<file path="src/rtl/pipe_adder.sv">
// pipe_adder: pipelined adder/subtractor, one carry slice per stage, valid/ready handshake.
// Optional signed saturation on overflow is enabled with `define PIPE_ADDER_SAT_EN.
module pipe_adder #(
  parameter int WIDTH  = 32,
  parameter int STAGES = 4
) (
  input  logic             clk,
  input  logic             rst_n,
  input  logic             in_valid,
  output logic             in_ready,
  input  logic [WIDTH-1:0] A,
  input  logic [WIDTH-1:0] B,
  input  logic             SUB,
`ifdef PIPE_ADDER_SAT_EN
  input  logic             SAT,
`endif
  output logic             out_valid,
  input  logic             out_ready,
  output logic [WIDTH-1:0] O,
  output logic             COUT,
  output logic             OVF
);
  localparam int W = WIDTH / STAGES;
  localparam int L = STAGES - 1;
  if (STAGES < 1 || STAGES > WIDTH || WIDTH % STAGES != 0) begin : g_bad_cfg
    $error("pipe_adder: WIDTH must be a multiple of STAGES, 1 <= STAGES <= WIDTH");
  end
  logic [STAGES-1:0] v_q, v_d, c_q, c_d, sat_q, sat_d, vp, cp, satp;
  logic [STAGES-1:0][WIDTH-1:0] a_q, a_d, b_q, b_d, s_q, s_d, ap, bp, sp;
  logic ovf_q, ovf_d, en, sat_in, unused;
`ifdef PIPE_ADDER_SAT_EN
  assign sat_in = SAT;
`else
  assign sat_in = 1'b0;
`endif
  // Stage k sees either the fresh operands (k=0) or stage k-1's registers.
  for (genvar g = 0; g < STAGES; g++) begin : g_prev
    if (g == 0) begin : g_head
      assign ap[g]   = A;
      assign bp[g]   = B ^ {WIDTH{SUB}};
      assign cp[g]   = SUB;
      assign sp[g]   = '0;
      assign vp[g]   = in_valid;
      assign satp[g] = sat_in;
    end else begin : g_body
      assign ap[g]   = a_q[g-1];
      assign bp[g]   = b_q[g-1];
      assign cp[g]   = c_q[g-1];
      assign sp[g]   = s_q[g-1];
      assign vp[g]   = v_q[g-1];
      assign satp[g] = sat_q[g-1];
    end
  end
  always_comb begin
    en = !v_q[L] || out_ready;
    a_d = ap;
    b_d = bp;
    s_d = sp;
    v_d = vp;
    sat_d = satp;
    c_d = '0;
    for (int k = 0; k < STAGES; k++)
      {c_d[k], s_d[k][k*W +: W]} = {1'b0, ap[k][k*W +: W]} + {1'b0, bp[k][k*W +: W]} + {{W{1'b0}}, cp[k]};
    // MSB carry-in is recovered as a^b^sum at the top bit.
    ovf_d = ap[L][WIDTH-1] ^ bp[L][WIDTH-1] ^ s_d[L][WIDTH-1] ^ c_d[L];
`ifdef PIPE_ADDER_SAT_EN
    if (sat_d[L] && ovf_d)
      s_d[L] = ap[L][WIDTH-1] ? {1'b1, {(WIDTH-1){1'b0}}} : {1'b0, {(WIDTH-1){1'b1}}};
`endif
  end
  always_ff @(posedge clk or negedge rst_n)
    if (!rst_n) begin
      v_q   <= '0;
      c_q   <= '0;
      sat_q <= '0;
      a_q   <= '0;
      b_q   <= '0;
      s_q   <= '0;
      ovf_q <= 1'b0;
    end else if (en) begin
      v_q   <= v_d;
      c_q   <= c_d;
      sat_q <= sat_d;
      a_q   <= a_d;
      b_q   <= b_d;
      s_q   <= s_d;
      ovf_q <= ovf_d;
    end
  assign in_ready  = en;
  assign out_valid = v_q[L];
  assign O         = s_q[L];
  assign COUT      = c_q[L];
  assign OVF       = ovf_q;
  assign unused    = ^{a_q[L], b_q[L], sat_q[L]};
endmodule
</file>
<file path="config.mk">
export PLATFORM = sky130hd
export DESIGN_NAME = pipe_adder
export DESIGN_NICKNAME = d
export VERILOG_FILES = /design/src/rtl/pipe_adder.sv
export SDC_FILE = /design/constraint.sdc
export NUM_CORES = 1
export LEC_CHECK = 0
export BUFFER_PORTS_ARGS = -buffer_cell sky130_fd_sc_hd__buf_2
export CORE_MARGIN = 3
export CORE_UTILIZATION = 50
export DETAILED_ROUTE_END_ITERATION = 10
export GPL_TIMING_DRIVEN = 1
export PLACE_DENSITY = 0.82
export SLEW_MARGIN = 15
export SYNTH_ARGS = -nofsm -noshare
export SYNTH_HDL_FRONTEND = slang
export SYNTH_SLANG_ARGS = --single-unit
</file>
<file path="constraint.sdc">
create_clock -name clk -period 2.7 [get_ports clk]
set_input_delay 0.135 -clock clk [delete_from_list [all_inputs] [get_ports clk]]
set_output_delay 0.135 -clock clk [all_outputs]
set_load 0.05 [all_outputs]
</file>
==> flow_metrics.py, run 1 <==
metrics = {
    "run_status": {
        "status": "completed",
    },
    "logic_synthesis": {
        "async_reset_ff_share_pct": 100,
        "synth_seq_cells": 185,
        "synth.distinct_cells": 42,
        "syn_inst": 935,
        "ys_seq_area_share_pct": 55.0,
        "syn_nets": 1039,
        "synth_area_um2": 8420,
        "synth_edf_count": 0,
        "yosysWarnings": 0,
        "synth_top_flop_cell": "dfrtp_1",
        "avgSynthCellArea_um2": 9.00,
    },
    "sta": {
        "hold_ws_ps": 16.2,
        "worst_slew_pin_slew_ps": 464,
        "fin_setup_tns_ps": 0,
        "period_minus_slack_ps": 2360,
        "finalSetupViolations": 0,
        "fin_ws_ps": 341,
        "fin_skew_ps": 7.76,
        "rsz0062_at_grt": "no",
        "fin_crit_sh_pct": 87.4,
        "fmax_ghz": 0.424,
        "finalHoldViolations": 0,
        "slew_viol_final": 0,
        "slew-limit-headroom_pct": 68.2,
    },
    "layout": {
        "drive_gt1_share_pct": 14.3,
        "multi_input_area_um2": 3520,
        "fin_cells": 1297,
        "syn_to_final_growth_pct": 21.2,
        "diodes": 0,
        "layout.nets": 1172,
        "nFillCells": 1318,
        "final-seq-area_um2": 4630,
    },
    "die": {
        "die_y_um": 136,
        "die_w_um": 136,
        "core-area_um2": 16200,
        "die_area_um2": 18400,
        "row_count": 46,
        "ios": 105,
        "start_util_pct": 52.0,
    },
    "drt": {
        "wl_mm": 17.1,
        "drt-met1-wl_mm": 7.84,
        "wl_met2_mm": 8.20,
        "drtIter0Drc": 348,
        "route.met3.wl_um": 715,
        "top_layer": "met4",
        "route.detailed.vias_per_inst": 4.95,
        "drtPass1Iterations": 4,
        "drc": 0,
        "wl_per_cell_um": 13.2,
        "final_antenna_net_count": 0,
        "vias": 6421,
    },
    "global_route": {
        "grt_pass1_wl_mm": 28.9,
        "grt_max_degree": 103,
        "grt_pass1_vias": 6200,
        "grt_use_total_pct": 19.6,
        "overflow": 0,
        "antenna_found_initial": 0,
    },
    "power": {
        "p_leak_uw": 0.00520,
        "pwr_density_cell_nw_per_um2": 1200,
        "p_total_uw": 12300,
        "irDropWorstVdd_mv": 0.636,
    },
    "clock_network": {
        "cts_tree": "done",
        "clk_latency_ps": 430,
        "cts.htree.levels": 4,
        "clkTransAtPathRegs_ps": 70,
        "postCtsSetupBuffers": 0,
        "clockBufferDepth": 2,
        "cts.sink_count": 185,
        "cts_resized": 0,
        "cts_buffers": 17,
        "cts_hold_buf": 44,
        "root_buffer": "clkbuf_16",
    },
    "setup_path": {
        "critical_path.cell_chain": "fa_1 -> fa_1 -> a21o_1 -> a21oi_1 -> o21bai_1 -> a211oi_1 -> o31ai_1",
        "path_class": "flop to flop",
        "cp_slowest_cell": "fa_1",
        "slowest_delay_ps": 470,
        "crit_top_cell": "fa_1",
        "worstSetupStartpointType": "flop",
        "cp_data_required_time_ps": 3010,
        "cp_max_fo": 3,
        "cp-end-kind": "flop",
        "cp.arrival_ps": 2670,
    },
    "placement": {
        "gp_congestion": 0.846,
        "portBuffers": 104,
        "post-place-cells": 1221,
        "dp_hpwl_mm": 11.1,
        "pre_cts_slack_ps": 365,
    },
    "min_path": {
        "hold_class": "input port to flop",
    },
    "flow_run": {
        "maxCapViolCount": 0,
    },
}
-- cell type report --
| type | instances | area share (%) |
|---|---|---|
| Clock buffer | 20 | 4.57 |
| Clock inverter | 12 | 1.37 |
| Inverter | 18 | 0.687 |
| Multi-Input combinational cell | 687 | 34.5 |
| Sequential cell | 185 | 45.4 |
| Tap cell | 216 | 2.65 |
| Timing Repair Buffer | 159 | 10.8 |
-- critical path, delay by kind of cell (launching register included) --
kind | cells | cell delay (ps)
compound gates | 5 | 960
fa+ha+maj | 2 | 890
flops | 1 | 400
-- final timing paths --
kind | end | from | depth (start not counted) | slack (ps)
setup / recovery | s_d[78] | c_q[0] | 7 | 340
hold / removal | b_d[40] | B[8] | 3 | 20
setup reg to reg | s_d[78] | c_q[0] | 7 | 340
hold reg to reg | O[17] | O[17] | 2 | 460
max in group asynchronous | a_d[55] | rst_n | 3 | 1630
min in group asynchronous | O[8] | rst_n | 2 | 230
-- routing by layer --
metal  global-route usage [%]  up-vias
li1                         -     3242
met1                     26.2     3039
met2                     31.9      113
met3                     3.86       27
met4                     7.05        0
met5                        0        -
-- cells in the mapped netlist (4+ instances only) --
cell	n	area share, %
a21oi_1	27	1.6
o21ai_0	50	3.0
a211oi_1	5	0.45
a21o_1	5	0.45
inv_1	17	0.76
ha_1	28	4.2
o21a_1	5	0.45
nor2b_1	4	0.30
xor2_1	17	1.8
or3_1	4	0.30
clkbuf_1	23	1.0
xnor2_1	31	3.2
buf_2	19	1.1
fa_1	7	1.7
nor2_1	28	1.2
nand2_1	429	19
o31ai_1	6	0.54
nor3_1	10	0.59
o21bai_1	5	0.45
dfrtp_1	185	55
-- power breakdown --
group	switching, uW	total [uW]	internal, uW
clock network	1070	2530	1450
registers	693	4700	4010
logic	3270	5040	1770
-- metrics by stage --
stage / area, um^2 / utilization (%)
3_3_place_gp: 9160 / 56.6
4_1_cts: 10200 / 63.1
2_1_floorplan: 8420 / -
3_5_place_dp: 9160 / 56.6
6_report: 10200 / 63.1
5_1_grt: 10200 / 63.1
-- registers in the layout, indices dropped and copies added, names as in the netlist --
name  cells
O        32
OVF       1
a_d      48
b_d      48
c_q       4
s_d      48
v_q       4
-- cell families after synthesis --
kind of cell / Yosys count / share of synthesized area [%]
AND/OR/NAND/NOR: 486 / 22.5
flip-flops: 185 / 55.0
AO/OA/AOI/OAI: 116 / 8.22
buffers and inverters: 63 / 3.18
XOR/XNOR: 48 / 5.00
adder cells (fa/ha/maj): 35 / 5.83
multiplexers: 2 / 0.238
-- layout by cell type (no fill, tap or decap), types with 3 or more instances in the layout --
| cell | n |
|---|---|
| a211oi_1 | 5 |
| a21o_1 | 5 |
| a21oi_1 | 27 |
| and3_1 | 3 |
| buf_12 | 4 |
| buf_2 | 103 |
| buf_4 | 7 |
| clkbuf_16 | 17 |
| clkbuf_8 | 4 |
| clkinv_4 | 5 |
| dfrtp_1 | 185 |
| dlygate4sd3_1 | 44 |
| fa_1 | 7 |
| ha_1 | 28 |
| inv_1 | 17 |
| inv_6 | 3 |
| nand2_1 | 429 |
| nor2_1 | 28 |
| nor2b_1 | 4 |
| nor3_1 | 10 |
| o21a_1 | 5 |
| o21ai_0 | 50 |
| o21bai_1 | 5 |
| o31ai_1 | 6 |
| or3_1 | 4 |
| xnor2_1 | 31 |
| xor2_1 | 17 |
No activity file was read; power rests on OpenSTA's default activity.
==> run 2: changes to the inputs <==
==> constraint.sdc (replaced) <==
create_clock -name clk -period 2.7 [get_ports clk]
set_input_delay 0.135 -clock clk [delete_from_list [all_inputs] [get_ports clk]]
set_output_delay 0.135 -clock clk [all_outputs]
set_load 0.02 [all_outputs]
==> run 2 against run 1 <==
  * Combinational power fell by 11%
  * Sequential cell count stayed put
  * Global-route usage rose by 0.26 points
  * Non-clock buffer count up 1
  * Clock skew rose by 2.6 ps
  * Critical path depth unchanged
  * Clock power shrank 4%
  * Worst setup slack worse by 27 ps
  * Worst hold slack got worse by 8.1 ps
  * Total power fell by 5.3%
  * Routed wire length increased by 1.8%
  * First-iteration DRC count rose by 23%
==> flow_metrics.py, run 2 (synthesized netlist as in run 1, its figures left out) <==
metrics = {
    "run_status": {
        "status": "completed",
    },
    "drt": {
        "wl_mm": 17.4,
        "vias": 6472,
        "wl_per_cell_um": 13.4,
        "drc": 0,
        "final_antenna_net_count": 0,
        "drtPass1Iterations": 5,
        "drtIter0Drc": 428,
        "route.detailed.vias_per_inst": 4.99,
    },
    "setup_path": {
        "cp_data_required_time_ps": 3010,
        "rr_endpoint": "s_d[78]",
        "cp.arrival_ps": 2700,
        "cp-end-kind": "flop",
        "regToRegSetupSlack_ps": 310,
        "worstSetupStartpointType": "flop",
        "r2r-start": "c_q[0]",
        "cp_max_fo": 3,
        "ff2ff_path_depth": 7,
        "path_class": "flop to flop",
    },
    "clock_network": {
        "cts_hold_buf": 44,
        "clk_latency_ps": 430,
        "root_buffer": "clkbuf_16",
        "clockBufferDepth": 2,
        "postCtsSetupBuffers": 0,
        "cts_buffers": 17,
        "cts_tree": "done",
        "clkTransAtPathRegs_ps": 70,
        "cts.sink_count": 185,
        "cts.htree.levels": 4,
        "cts_resized": 0,
    },
    "min_path": {
        "holdPathStages": 3,
        "hold_class": "input port to flop",
        "whs_endpoint": "b_d[54]",
        "worstHoldStart": "B[22]",
    },
    "power": {
        "p_leak_uw": 0.00518,
        "pwr_density_cell_nw_per_um2": 1140,
        "irDropWorstVdd_mv": 0.566,
    },
    "sta": {
        "finalHoldViolations": 0,
        "fin_setup_tns_ps": 0,
        "fmax_ghz": 0.419,
        "slew-limit-headroom_pct": 62.6,
        "fin_crit_sh_pct": 88.4,
        "fin_skew_ps": 10.4,
        "period_minus_slack_ps": 2390,
        "worst_slew_pin_slew_ps": 561,
        "fin_ws_ps": 314,
        "slew_viol_final": 0,
        "finalSetupViolations": 0,
        "rsz0062_at_grt": "no",
    },
    "global_route": {
        "top_usage_layer": "met2",
        "grt_pass1_vias": 6284,
        "overflow": 0,
        "grt_use_total_pct": 19.8,
        "grtUsageMet2_pct": 32.3,
        "grt_max_degree": 124,
        "grt_pass1_wl_mm": 29.1,
        "grt_use_met1_pct": 26.1,
        "antenna_found_initial": 0,
        "grt.met3_usage_pct": 4.27,
    },
    "flow_run": {
        "maxCapViolCount": 0,
    },
    "placement": {
        "pre_cts_slack_ps": 378,
        "portBuffers": 104,
        "gp_congestion": 0.842,
        "dp_hpwl_mm": 11.3,
    },
    "layout": {
        "diodes": 0,
        "layout_common_cells": "nand2_1 (429), dfrtp_1 (185), buf_2 (103)",
        "drive_gt1_share_pct": 14.4,
        "multi_input_area_um2": 3520,
        "syn_to_final_growth_pct": 21.1,
        "final_common_cell": "nand2_1",
        "nFillCells": 1278,
        "layout.nets": 1173,
        "final-seq-area_um2": 4630,
    },
    "die": {
        "core-area_um2": 16200,
        "ios": 105,
        "die_area_um2": 18400,
        "row_count": 46,
        "start_util_pct": 52.0,
        "die_w_um": 136,
        "die_y_um": 136,
    },
}
[run 2: through the flow]
step                hold slack (ps)  util, %  instance area [um^2]  power (uW)  instances
floorplan                      -161        -                  8420        7910        935
global placement                156     56.7                  9160        8910       1222
detailed placement              158     56.7                  9160        9160       1222
CTS                           0.421     63.0                 10200       11700       1298
global route                   13.9     63.0                 10200       12600       1298
finish                         8.06     63.0                 10200       11600       1298
[run 2: worst max-delay path by stage]
stage | start | endpoint | slack [ps] | cells past startpoint
floorplan | SUB | s_d[38] | 530 | 10
global placement | c_q[1] | s_d[118] | 450 | 7
detailed placement | c_q[0] | s_d[78] | 380 | 7
CTS | c_q[0] | s_d[78] | 300 | 7
global route | c_q[0] | s_d[78] | 180 | 7
finish | c_q[0] | s_d[78] | 310 | 7
[run 2: routing by layer]
metal | part of all wire (%) | vias up
met1 | 46 | 3041
li1 | - | 3254
met5 | 0 | -
met3 | 4.1 | 37
met4 | 2.4 | 0
met2 | 48 | 140
[run 2: layout make-up]
type / instances / area share (%)
clock buffer: 19 / 4.44
clock inverter: 13 / 1.33
inverter: 18 / 0.688
multi-input combinational: 687 / 34.6
sequential: 185 / 45.4
tap: 216 / 2.65
timing repair buffer: 160 / 10.9
[run 2: where the power goes]
part,internal [uW],switching (uW)
Clock,1340,1100
Combinational,1780,2690
Sequential,4010,692
Total,7130,4480
[run 2: worst max-delay path, stage by stage (launching register included)]
cell and delay (ps):
dfrtp_1 410, fa_1 480, fa_1 420, a21o_1 190
a21oi_1 270, o21bai_1 120, a211oi_1 280, o31ai_1 100
